**src/rtl/muldiv_unit.sv**
```systemverilog
// muldiv_unit: iterative RV32M multiply/divide unit.
// One 32-step shift-add (multiply) or restoring (divide) pass per operation,
// followed by a sign-fix/select cycle. BUSY stalls the pipeline meanwhile.
//
//   state  | meaning
//   -------+--------------------------------------------------------------
//   S_IDLE | waiting for START; result/write address held
//   S_CALC | one iteration per edge, 32 edges total
//   S_FIN  | sign fix + result select; DONE pulses on leaving this state
module muldiv_unit (
   input  logic        CLK,
   input  logic        RESET,
   input  logic        START,
   input  logic        FLUSH,
   input  logic [2:0]  FUNCT3,
   input  logic [31:0] DATA1,
   input  logic [31:0] DATA2,
   input  logic [4:0]  DEST,
   output logic [31:0] RESULT,
   output logic [4:0]  WRITE_ADDR,
   output logic        WRITE_EN,
   output logic        DONE,
   output logic        BUSY
);

   typedef enum logic [1:0] {
      S_IDLE = 2'd0,
      S_CALC = 2'd1,
      S_FIN  = 2'd2
   } state_t;

   state_t      state_q, state_d;
   logic [4:0]  cnt_q, cnt_d;
   logic [2:0]  f3_q, f3_d;
   logic [4:0]  dest_q, dest_d;
   logic        sign_a_q, sign_a_d;
   logic        sign_b_q, sign_b_d;
   logic        div0_q, div0_d;
   logic        ovf_q, ovf_d;
   // Multiply: acc = running product, opa = shifted multiplicand, opb = multiplier.
   // Divide:   acc = {remainder, quotient/dividend}, opb = divisor,
   //           opa[31:0] = raw dividend (returned as remainder on divide by zero).
   logic [63:0] acc_q, acc_d;
   logic [63:0] opa_q, opa_d;
   logic [31:0] opb_q, opb_d;
   logic [31:0] result_q, result_d;
   logic [4:0]  waddr_q, waddr_d;
   logic        done_q, done_d;

   logic        accept;
   logic        a_signed, b_signed;
   logic [31:0] a_mag, b_mag;
   logic [32:0] rem_sh;
   logic [31:0] rem_sub;
   logic [63:0] prod_fix;
   logic [31:0] quot_fix, rem_fix, fin_res;

   // Next-state, datapath iteration and result selection.
   always_comb begin
      state_d  = state_q;
      cnt_d    = cnt_q;
      f3_d     = f3_q;
      dest_d   = dest_q;
      sign_a_d = sign_a_q;
      sign_b_d = sign_b_q;
      div0_d   = div0_q;
      ovf_d    = ovf_q;
      acc_d    = acc_q;
      opa_d    = opa_q;
      opb_d    = opb_q;
      result_d = result_q;
      waddr_d  = waddr_q;
      done_d   = 1'b0;

      // The FIN edge also takes a new request so back-to-back operations
      // complete every 33 edges without an idle bubble.
      accept   = START && !FLUSH && ((state_q == S_IDLE) || (state_q == S_FIN));
      a_signed = (FUNCT3 == 3'b001) || (FUNCT3 == 3'b010) ||
                 (FUNCT3 == 3'b100) || (FUNCT3 == 3'b110);
      b_signed = (FUNCT3 == 3'b001) || (FUNCT3 == 3'b100) || (FUNCT3 == 3'b110);
      a_mag    = (a_signed && DATA1[31]) ? -DATA1 : DATA1;
      b_mag    = (b_signed && DATA2[31]) ? -DATA2 : DATA2;

      rem_sh   = {acc_q[63:32], acc_q[31]};
      rem_sub  = rem_sh[31:0] - opb_q;

      prod_fix = (sign_a_q ^ sign_b_q) ? -acc_q : acc_q;
      quot_fix = (sign_a_q ^ sign_b_q) ? -acc_q[31:0] : acc_q[31:0];
      rem_fix  = sign_a_q ? -acc_q[63:32] : acc_q[63:32];
      if (div0_q) begin
         quot_fix = 32'hFFFF_FFFF;
         rem_fix  = opa_q[31:0];
      end
      if (ovf_q) begin
         quot_fix = 32'h8000_0000;
         rem_fix  = 32'h0000_0000;
      end
      case (f3_q)
         3'b000:                 fin_res = prod_fix[31:0];
         3'b001, 3'b010, 3'b011: fin_res = prod_fix[63:32];
         3'b100, 3'b101:         fin_res = quot_fix;
         default:                fin_res = rem_fix;
      endcase

      case (state_q)
         S_CALC: begin
            if (!f3_q[2]) begin
               acc_d = acc_q + (opb_q[0] ? opa_q : 64'd0);
               opa_d = opa_q << 1;
               opb_d = opb_q >> 1;
            end else if (rem_sh >= {1'b0, opb_q}) begin
               acc_d = {rem_sub, acc_q[30:0], 1'b1};
            end else begin
               acc_d = {rem_sh[31:0], acc_q[30:0], 1'b0};
            end
            cnt_d = cnt_q + 5'd1;
            if (cnt_q == 5'd31) begin
               state_d = S_FIN;
            end
         end
         S_FIN: begin
            result_d = fin_res;
            waddr_d  = dest_q;
            done_d   = 1'b1;
            state_d  = S_IDLE;
         end
         default: ;
      endcase

      if (accept) begin
         state_d  = S_CALC;
         cnt_d    = 5'd0;
         f3_d     = FUNCT3;
         dest_d   = DEST;
         sign_a_d = a_signed && DATA1[31];
         sign_b_d = b_signed && DATA2[31];
         div0_d   = FUNCT3[2] && (DATA2 == 32'd0);
         ovf_d    = FUNCT3[2] && !FUNCT3[0] &&
                    (DATA1 == 32'h8000_0000) && (DATA2 == 32'hFFFF_FFFF);
         opb_d    = b_mag;
         if (FUNCT3[2]) begin
            acc_d = {32'd0, a_mag};
            opa_d = {32'd0, DATA1};
         end else begin
            acc_d = 64'd0;
            opa_d = {32'd0, a_mag};
         end
      end

      if (FLUSH) begin
         state_d  = S_IDLE;
         done_d   = 1'b0;
         result_d = result_q;
         waddr_d  = waddr_q;
      end
   end

   // FSM and datapath registers.
   always_ff @(posedge CLK or posedge RESET) begin
      if (RESET) begin
         state_q  <= S_IDLE;
         cnt_q    <= 5'd0;
         f3_q     <= 3'd0;
         dest_q   <= 5'd0;
         sign_a_q <= 1'b0;
         sign_b_q <= 1'b0;
         div0_q   <= 1'b0;
         ovf_q    <= 1'b0;
         acc_q    <= 64'd0;
         opa_q    <= 64'd0;
         opb_q    <= 32'd0;
         result_q <= 32'd0;
         waddr_q  <= 5'd0;
         done_q   <= 1'b0;
      end else begin
         state_q  <= state_d;
         cnt_q    <= cnt_d;
         f3_q     <= f3_d;
         dest_q   <= dest_d;
         sign_a_q <= sign_a_d;
         sign_b_q <= sign_b_d;
         div0_q   <= div0_d;
         ovf_q    <= ovf_d;
         acc_q    <= acc_d;
         opa_q    <= opa_d;
         opb_q    <= opb_d;
         result_q <= result_d;
         waddr_q  <= waddr_d;
         done_q   <= done_d;
      end
   end

   assign RESULT     = result_q;
   assign WRITE_ADDR = waddr_q;
   assign DONE       = done_q;
   assign BUSY       = (state_q != S_IDLE);
   assign WRITE_EN   = done_q && (waddr_q != 5'd0);

endmodule

```
**config.mk**
```make
export PLATFORM = sky130hd
export DESIGN_NAME = muldiv_unit
export DESIGN_NICKNAME = d
export VERILOG_FILES = /design/src/rtl/muldiv_unit.sv
export SDC_FILE = /design/constraint.sdc
export NUM_CORES = 1
export LEC_CHECK = 0
export BUFFER_PORTS_ARGS = -buffer_cell sky130_fd_sc_hd__buf_2
export CAP_MARGIN = 5
export CORE_MARGIN = 5
export CORE_UTILIZATION = 45
export CTS_CLUSTER_SIZE = 16
export DETAILED_ROUTE_END_ITERATION = 8
export PLACE_DENSITY = 0.61
export SYNTH_ARGS = -nofsm -noshare
export SYNTH_HDL_FRONTEND = slang
export SYNTH_SLANG_ARGS = --single-unit
```
**constraint.sdc**
```tcl
create_clock -name CLK -period 6.5 [get_ports CLK]
set_input_delay 0.975 -clock CLK [delete_from_list [all_inputs] [get_ports CLK]]
set_output_delay 0.975 -clock CLK [all_outputs]
set_load 0.01 [all_outputs]
```
Yosys cells after proc, flatten, opt, wreduce, memory -nomap -nowiden

Index checks and enable logic that the tools add are counted.

Logic and storage cells: 101
Input port bits: 76
Output and inout bits: 40
Register bits after elaboration: 217

Add/subtract/negate cells: 8
Muxes and demuxes: 31
Reduce and logical (&&, ||, !) cells: 29
Bitwise logic cells: 2
Eq/ne operators: 16
Magnitude comparators: 1

Operators with widths:

| cell                   | count |
|---|---|
| $mux W64               | 9 |
| $mux W32               | 13 |
| $neg A32 Y32           | 4 |
| $pmux W32 S3           | 1 |
| $add A64 B64 Y64       | 1 |
| $eq A32 B32 Y1 const B | 2 |
| $neg A64 Y64           | 1 |
| $ge A33 B32 Y1         | 1 |
| $logic_not A32 Y1      | 1 |
| $sub A32 B32 Y32       | 1 |
| $eq A3 B3 Y1 const B   | 4 |
| $mux W5                | 2 |
| $eq A3 B2 Y1 const B   | 3 |
| $logic_and A1 B1 Y1    | 9 |
| $eq A3 B1 Y1 const B   | 2 |
| $logic_or A1 B1 Y1     | 6 |
| $mux W2                | 3 |
| $reduce_and A2 Y1      | 3 |
| $add A5 B1 Y5 const B  | 1 |
| $eq A5 B5 Y1 const B   | 1 |
| $reduce_bool A5 Y1     | 1 |
| $ne A4 B4 Y1 const B   | 1 |
| $pmux W2 S2            | 1 |
| $reduce_bool A2 Y1     | 2 |
| other kinds (12)       | 14 |

Logic depth before layout (Yosys ltp)

Gate-level depths: netlist of the first run.

Depth in word-level cells: 8
Gate-level depth with buffers: 15
Mapped depth without buffers: 14

Least setup slack after synthesis of the first run

Ideal clock, no wire load.

Path type: register -> register
Start point: reg opb_q[0]
End point: reg acc_q[62]
Setup time: 131 ps
Slack: 2984 ps
Data arrival time: 3385 ps
Stages on the path, launching flop included: 15
Cell sequence: dfrtp_1 -> clkbuf_1 -> and2_1 -> ha_1 -> fa_1 -> a21oi_1 -> o211ai_1 -> o22ai_1 -> a41oi_1 -> a21oi_1 -> o31ai_1 -> a221o_1 -> a211oi_1 -> xor2_1 -> a22oi_1

Longest elaborated chain between the ends: 5

Ends and longest elaborated chain:

| what                                         | line     | text |
|---|---|---|
| start, declared                              | 45       | `logic [31:0] opb_q, opb_d;` |
| start signal, assigned                       | 186      | `opb_q <= opb_d;` |
| $mux W64 (tied with other cells)             | 108      | `acc_d = acc_q + (opb_q[0] ? opa_q : 64'd0);` |
| $add A64 B64 Y64 or $mux W64 (tied branches) | 108, 111 |  |
| $mux W64 (*)                                 | 107      | `if (!f3_q[2]) begin` |
| $mux W64 (*)                                 | 105      | `case (state_q)` |
| $mux W64 (*)                                 | 130      | `if (accept) begin` |
| end signal, assigned                         | 169      | `acc_q <= 64'd0;` |
| end signal, assigned                         | 184      | `acc_q <= acc_d;` |
| end, declared                                | 43       | `logic [63:0] acc_q, acc_d;` |

Every way passes the cells marked *; elsewhere a longest branch is shown, timed or not. The select of a mux whose other input is x is not followed.
A chain may end at the register's enable or synchronous reset.

Worst setup path after layout of the first run

Same ends and word-level chain as after synthesis.

==> results of run 1 <==
[layout by cell type, fill, tap and decap left out, types with 39 or more instances in the layout]
cell and instances:
nand2_1 356, o21ai_0 267, nor2_1 205, buf_2 115
inv_1 81, and2_1 75, xnor2_1 133, nand4_1 44
dfrtp_1 215, xor2_1 123, a21oi_1 266, a21o_1 40
nor3_1 39, ha_1 104
[flip-flops by register name, summed over array words and instances, names as in the netlist]
register and cells:
acc_q 64, opa_q 64, RESULT 32, opb_q 32, WRITE_ADDR 5, cnt_q 5, dest_q 5, f3_q 3
state_q 2, DONE 1, div0_q 1, ovf_q 1, sign_a_q 1, sign_b_q 1
[routing by layer]
layer / vias up / GRT usage
li1: 9576 / -
met4: 0 / 0.0716
met3: 102 / 0.0586
met2: 930 / 0.422
met1: 9687 / 0.457
met5: - / 0
[power by group]
| group | switching [mW] | total (mW) | internal (mW) |
|---|---|---|---|
| combinational | 4.99 | 7.87 | 2.89 |
| sequential | 0.972 | 2.83 | 1.86 |
| clock | 0.661 | 1.60 | 0.940 |
| total | 6.62 | 12.3 | 5.68 |
[area by class of cell]
type / count / area (sq um) / share of cell area
multi-input cells: 2191 / 13700 / 0.622
repair buffers: 154 / 881 / 0.0401
clock inverters: 10 / 129 / 0.00586
flip-flops and latches: 217 / 5430 / 0.247
well taps: 592 / 741 / 0.0337
clock buffers: 40 / 805 / 0.0366
inverters: 83 / 315 / 0.0143
[logic make-up after synthesis]
family,count (synthesis)
buffers and inverters,274
adders and majority gates,107
DFF,217
AOI/OAI and AO/OA,901
and+or+nand+nor,899
xor gates and xnor gates,258
muxes,26
[metrics by stage]
stage	std cells	hold slack, ns	total power [mW]	setup WS, ns
5_1_grt	3287	0.498	13.1	1.63
4_1_cts	3287	0.471	12.1	2.05
3_5_place_dp	3237	0.458	10.5	2.11
6_report	3287	0.471	12.3	1.95
3_3_place_gp	3237	0.449	10.4	2.18
2_1_floorplan	2682	0.439	7.97	2.70
[worst max path at each step]
stage,startpoint,end,slack [ns],depth (start not counted)
floorplan,RESET,DONE$_DFF_PP0_,2.70,1
global placement,opb_q[0]$_DFFE_PP0P_,acc_q[62]$_DFFE_PP0P_,2.18,13
detailed placement,opb_q[0]$_DFFE_PP0P_,acc_q[62]$_DFFE_PP0P_,2.11,13
CTS,opb_q[0]$_DFFE_PP0P_,acc_q[62]$_DFFE_PP0P_,2.05,13
global route,opb_q[0]$_DFFE_PP0P_,acc_q[62]$_DFFE_PP0P_,1.63,13
finish,opb_q[0]$_DFFE_PP0P_,acc_q[62]$_DFFE_PP0P_,1.95,13
[worst register-to-register path, stage by stage (launching register included)]
cell	delay [ns]
dfrtp_1	0.57
and2_1	0.27
ha_1	0.22
fa_1	0.41
a21oi_1	0.24
o211ai_1	0.18
o22ai_1	0.31
a41oi_1	0.34
a21oi_1	0.49
o31ai_1	0.23
a221o_1	0.45
a211oi_1	0.36
xor2_1	0.26
a22oi_1	0.10
==> flow_metrics.tcl, run 1 <==
set metrics [dict create \
    yosys.area_share.simple 0.210 \
    grt_max_degree 107 \
    min_period_ns 4.55 \
    path_buf_inv 0 \
    path_common_cell "a21oi_1" \
    dp_hpwl_um 57900 \
    grt_antenna_before_repair 0 \
    hold_violations 0 \
    ctsHoldBuffers 0 \
    ant_nets 0 \
    cap_violations 0 \
    yosysWarnings 0 \
    fin_area_sq_um 22000 \
    die_w_um 221 \
    initial_core_util 0.454 \
    dr_wl_met2_um 30900 \
    tightest_slew_ns 1.15 \
    synth_top_family_by_area "compound AO/OA/AOI/OAI gates" \
    outcome "complete, no violations" \
    post_cts_buffers 0 \
    syn_nets 2865 \
    gp_congestion 0.985 \
    vias 20295 \
    worstHoldPathCells 2 \
    synth_flop_cell "dfrtp_1" \
    ys_ff_latch 217 \
    reg2reg_from "opb_q[0]$_DFFE_PP0P_" \
    cpPeakStageDelay_ns 0.57 \
    cp.required_ns 6.94 \
    grt_pass1_wl_um 116000 \
    clk_pin_slew_worst_paths_ns 0.06 \
    avgSynthCellArea_sq_um 7.49 \
    drtIter0Drc 2183 \
    vias_per_cell 6.17 \
    totalWireLength_um 76000 \
    clk_latency_ns 0.59 \
    synth.most_common_cell "nand2_1" \
    top_layer_used "met4" \
    synthCells 2682 \
    cts_resized 0 \
    drv_slew 0 \
    core-area_sq_um 44200 \
    firstDrtPassIters 6 \
    die_y_um 221 \
    dr_wl_met3_um 7120 \
    dpl_cell_area_sq_um 21100 \
    synth-edff-count 0 \
    r2r_end "acc_q[62]$_DFFE_PP0P_" \
    wl_per_cell_um 23.1 \
    track_usage 0.296 \
    critPathLaunchType "flip-flop" \
    crit_arrival_ns 4.99 \
    max_clock_freq_mhz 220 \
    r2r_slack_ns 1.95 \
    hold_end "WRITE_ADDR[1]$_DFFE_PP0P_" \
    synthesis.area_sq_um 20100 \
    path_class "reg -> reg" \
    cts_root_buf "clkbuf_16" \
    cts_tree "yes" \
    grt-ovfl-total 0 \
    num_rows 77 \
    fin_crit_sh 0.700 \
    utilization 0.497 \
    synth_compound_area_frac 0.274 \
    portBuffers 115 \
    crit_chain "and2_1 -> ha_1 -> fa_1 -> a21oi_1 -> o211ai_1 -> o22ai_1 -> a41oi_1 -> a21oi_1 -> o31ai_1 -> a221o_1 -> a211oi_1 -> xor2_1 -> a22oi_1" \
    synth-xor-area-share 0.113 \
    fin_tns_setup_ns 0 \
    drc 0 \
    synth_cell_type_count 77 \
    yosysSeqAreaShare 0.270 \
    cts_buffers 27 \
    synthTopCellsByArea "dfrtp_1 (27%), o21ai_0 (6.7%), nand2_1 (6.7%), a21oi_1 (6.6%), ha_1 (6.5%)" \
    ir_drop_v 0.000347 \
    clock-sinks 217 \
    critPathSlowestCell "dfrtp_1" \
    setup_viol 0 \
    yosysTopAreaCellShare 0.270 \
    critPathMaxFanout 19 \
    rsz0062_at_grt "false" \
    critPathTopFamily "compound AO/OA/AOI/OAI gates" \
    skew_ns 0.0250 \
    async_reset_ff_frac 1.00 \
    p_leak_nw 9.28 \
    num_io_pins 116 \
    synth-adder-area-share 0.0674 \
    critPathCaptureType "flip-flop" \
    grt_pass1_vias 18766 \
    hp-start "dest_q[1]$_DFFE_PP0P_" \
    synthMuxAreaShare 0.0130 \
    wl_met1_um 35800 \
    nNetsFinal 2857 \
    power_density_nw_per_um2 560 \
    cts_htree_levels 1 \
    drive_gt1_frac 0.0865 \
    syn2layout_area_growth_pct 9.45 \
    slew_headroom 0.235 \
    hold_path.class "reg -> reg" \
    ff2ff_path_depth 13 \
    fillerInstances 4413 \
    synth_top_cell_by_area "dfrtp_1" \
    diodes 0 \
    die_area_sq_um 49000 \
    clockBufferDepth 3 \
    synth_commonest_cells "nand2_1 (356), o21ai_0 (268), a21oi_1 (266), dfrtp_1 (217), nor2_1 (210)" \
]
Power figures use the tool's default switching activity.
==> run 2, diff against run 1 <==
Settings changed: ABC_AREA from default to 1.
Clock period 6.5 ns to 3.79 ns, I/O delays scaled along.
==> flow_metrics.tcl, run 2 <==
set metrics [dict create \
    outcome "complete, no violations" \
    cap_violations 0 \
    yosysTopAreaCellShare 0.224 \
    power_density_nw_per_um2 938 \
    vias 28533 \
    die_y_um 244 \
    nNetsFinal 4619 \
    synth-edff-count 0 \
    grt-ovfl-total 0 \
    synthTopCellsByArea "nand2_1 (22%), dfrtp_1 (22%), inv_1 (11%), nand3_1 (7.3%), nor2_1 (6.2%)" \
    ff2ff_path_depth 19 \
    synth_flop_cell "dfrtp_1" \
    die_w_um 244 \
    critPathLaunchType "flip-flop" \
    p_sw_frac 0.594 \
    clk_pin_slew_worst_paths_ns 0.06 \
    grt_antenna_before_repair 1 \
    yosysSeqAreaShare 0.220 \
    p_leak_nw 15.0 \
    fin_area_sq_um 27200 \
    wl_per_cell_um 21.4 \
    finalPower_mw 25.6 \
    utilization 0.498 \
    firstDrtPassIters 6 \
    skew_ns 0.0219 \
    slew_headroom 0.363 \
    hold_violations 0 \
    synth_commonest_cells "nand2_1 (1479), inv_1 (754), nor2_1 (407), nand3_1 (360), dfrtp_1 (217)" \
    p_comb_frac 0.709 \
    fin_tns_setup_ns 0 \
    cts_resized 0 \
    clockBufferDepth 3 \
    synth_cell_type_count 56 \
    num_io_pins 116 \
    async_reset_ff_frac 1.00 \
    num_rows 86 \
    p_seq_frac 0.177 \
    ant_nets 0 \
    min_period_ns 3.13 \
    place_inst 5109 \
    syn2layout_area_growth_pct 10.2 \
    crit_arrival_ns 3.62 \
    critPathMaxFanout 36 \
    tightest_slew_ns 0.953 \
    cts_root_buf "clkbuf_16" \
    rsz0062_at_grt "false" \
    syn_nets 4530 \
    critPathCaptureType "flip-flop" \
    setup_viol 0 \
    drtIter0Drc 3061 \
    largestRegisters "acc_q: 64 flops, opa_q: 64 flops" \
    max_clock_freq_mhz 319 \
    r2r_end "acc_q[62]$_DFFE_PP0P_" \
    p_int_mw 10.4 \
    synth_top_cell_by_area "nand2_1" \
    dpl_cell_area_sq_um 26300 \
    initial_core_util 0.452 \
    track_usage 0.358 \
    drive_gt1_frac 0.0765 \
    clock-sinks 217 \
    ys_ff_latch 217 \
    drc 0 \
    cts_buffers 29 \
    dp_hpwl_um 90800 \
    cts_tree "yes" \
    avgSynthCellArea_sq_um 5.69 \
    cp.required_ns 4.27 \
    power_switching_mw 15.2 \
    vias_per_cell 5.53 \
    yosysWarnings 0 \
    grt_pass1_wl_um 165000 \
    gp_congestion 1.06 \
    synthCells 4347 \
    core-area_sq_um 54800 \
    fin_cells 5162 \
    synth.most_common_cell "nand2_1" \
    hold_path.class "in -> async" \
    clockPowerShare 0.114 \
    reg2reg_from "opb_q[0]$_DFFE_PP0P_" \
    final_common_cell "nand2_1" \
    portBuffers 115 \
    grt_pass1_vias 26429 \
    clk_latency_ns 0.60 \
    die_area_sq_um 59700 \
    drv_slew 0 \
    cts_htree_levels 1 \
    fillerInstances 6062 \
    post_cts_buffers 0 \
    most-common-layout-cells "nand2_1 (1478), inv_1 (753), nor2_1 (402), nand3_1 (359), dfrtp_1 (215)" \
    r2r_slack_ns 0.66 \
    synthesis.area_sq_um 24700 \
    fin_crit_sh 0.827 \
    ctsHoldBuffers 0 \
    totalWireLength_um 111000 \
    ir_drop_v 0.000557 \
    grt_max_degree 88 \
    path_class "reg -> reg" \
]
## run 2: stage by stage
stage,setup WS [ns],hold slack (ns)
after global placement,0.762,0.458
after detailed placement,0.720,0.465
after CTS,0.708,0.0198
final,0.656,0.0276
after floorplan,0.395,0.449
after global routing,0.484,0.0553
## run 2: kinds of logic after synthesis
group	count (synthesis)	synth area share
adders and majority gates	107	0.0547
AOI/OAI and AO/OA	551	0.129
and+or+nand+nor	2472	0.419
xor gates and xnor gates	104	0.0368
DFF	217	0.220
buffers and inverters	896	0.140
## run 2: layout make-up
type | count | area [sq um] | share of cell area
timing repair buffer | 186 | 1180 | 0.0434
multi-input combinational | 3234 | 15900 | 0.583
tap | 704 | 881 | 0.0323
inverter | 768 | 2890 | 0.106
antenna | 1 | 2.50 | 0.0000918
clock inverter | 10 | 143 | 0.00523
sequential | 217 | 5430 | 0.199
clock buffer | 42 | 845 | 0.0310
## run 2: worst max-delay path by stage
stage / startpoint / end / cells past startpoint
after floorplan: RESET / DONE$_DFF_PP0_ / 1
after global placement: opb_q[0]$_DFFE_PP0P_ / acc_q[62]$_DFFE_PP0P_ / 19
after detailed placement: opb_q[0]$_DFFE_PP0P_ / acc_q[62]$_DFFE_PP0P_ / 19
after CTS: opb_q[0]$_DFFE_PP0P_ / acc_q[62]$_DFFE_PP0P_ / 19
after global routing: opb_q[0]$_DFFE_PP0P_ / acc_q[58]$_DFFE_PP0P_ / 14
final: opb_q[0]$_DFFE_PP0P_ / acc_q[62]$_DFFE_PP0P_ / 19
## run 2: power groups by stage
stage / combinational (mW) / clock, mW / sequential [mW]
finish: 18.1 / 2.91 / 4.53
global route: 19.9 / 3.06 / 4.54
CTS: 17.8 / 2.95 / 4.48
detailed placement: 17.8 / 0 / 4.50
global placement: 17.8 / 0 / 4.51
floorplan: 12.1 / 0 / 3.97
## run 2: per-layer routing
metal / GRT usage / wire length (um) / vias up
met2: 0.560 / 48200 / 1247
met5: 0 / 15 / -
met4: 0.229 / 9080 / 2
met3: 0.0540 / 8590 / 340
met1: 0.462 / 44800 / 13045
li1: - / - / 13899
## run 2: worst max-delay path, stage by stage, from the launching register on
cell	delay [ns]
dfrtp_2	0.45
buf_12	0.19
nand2_1	0.09
inv_1	0.04
ha_1	0.27
fa_1	0.47
nand3_1	0.11
nand3_1	0.16
nand2_1	0.10
nand2_1	0.12
nand2_1	0.09
nand2_1	0.16
nand2_1	0.10
nand2_1	0.15
nand2_1	0.15
nand2_1	0.06
nand2_1	0.06
nand3_1	0.08
nand3_1	0.10
nand2_1	0.05
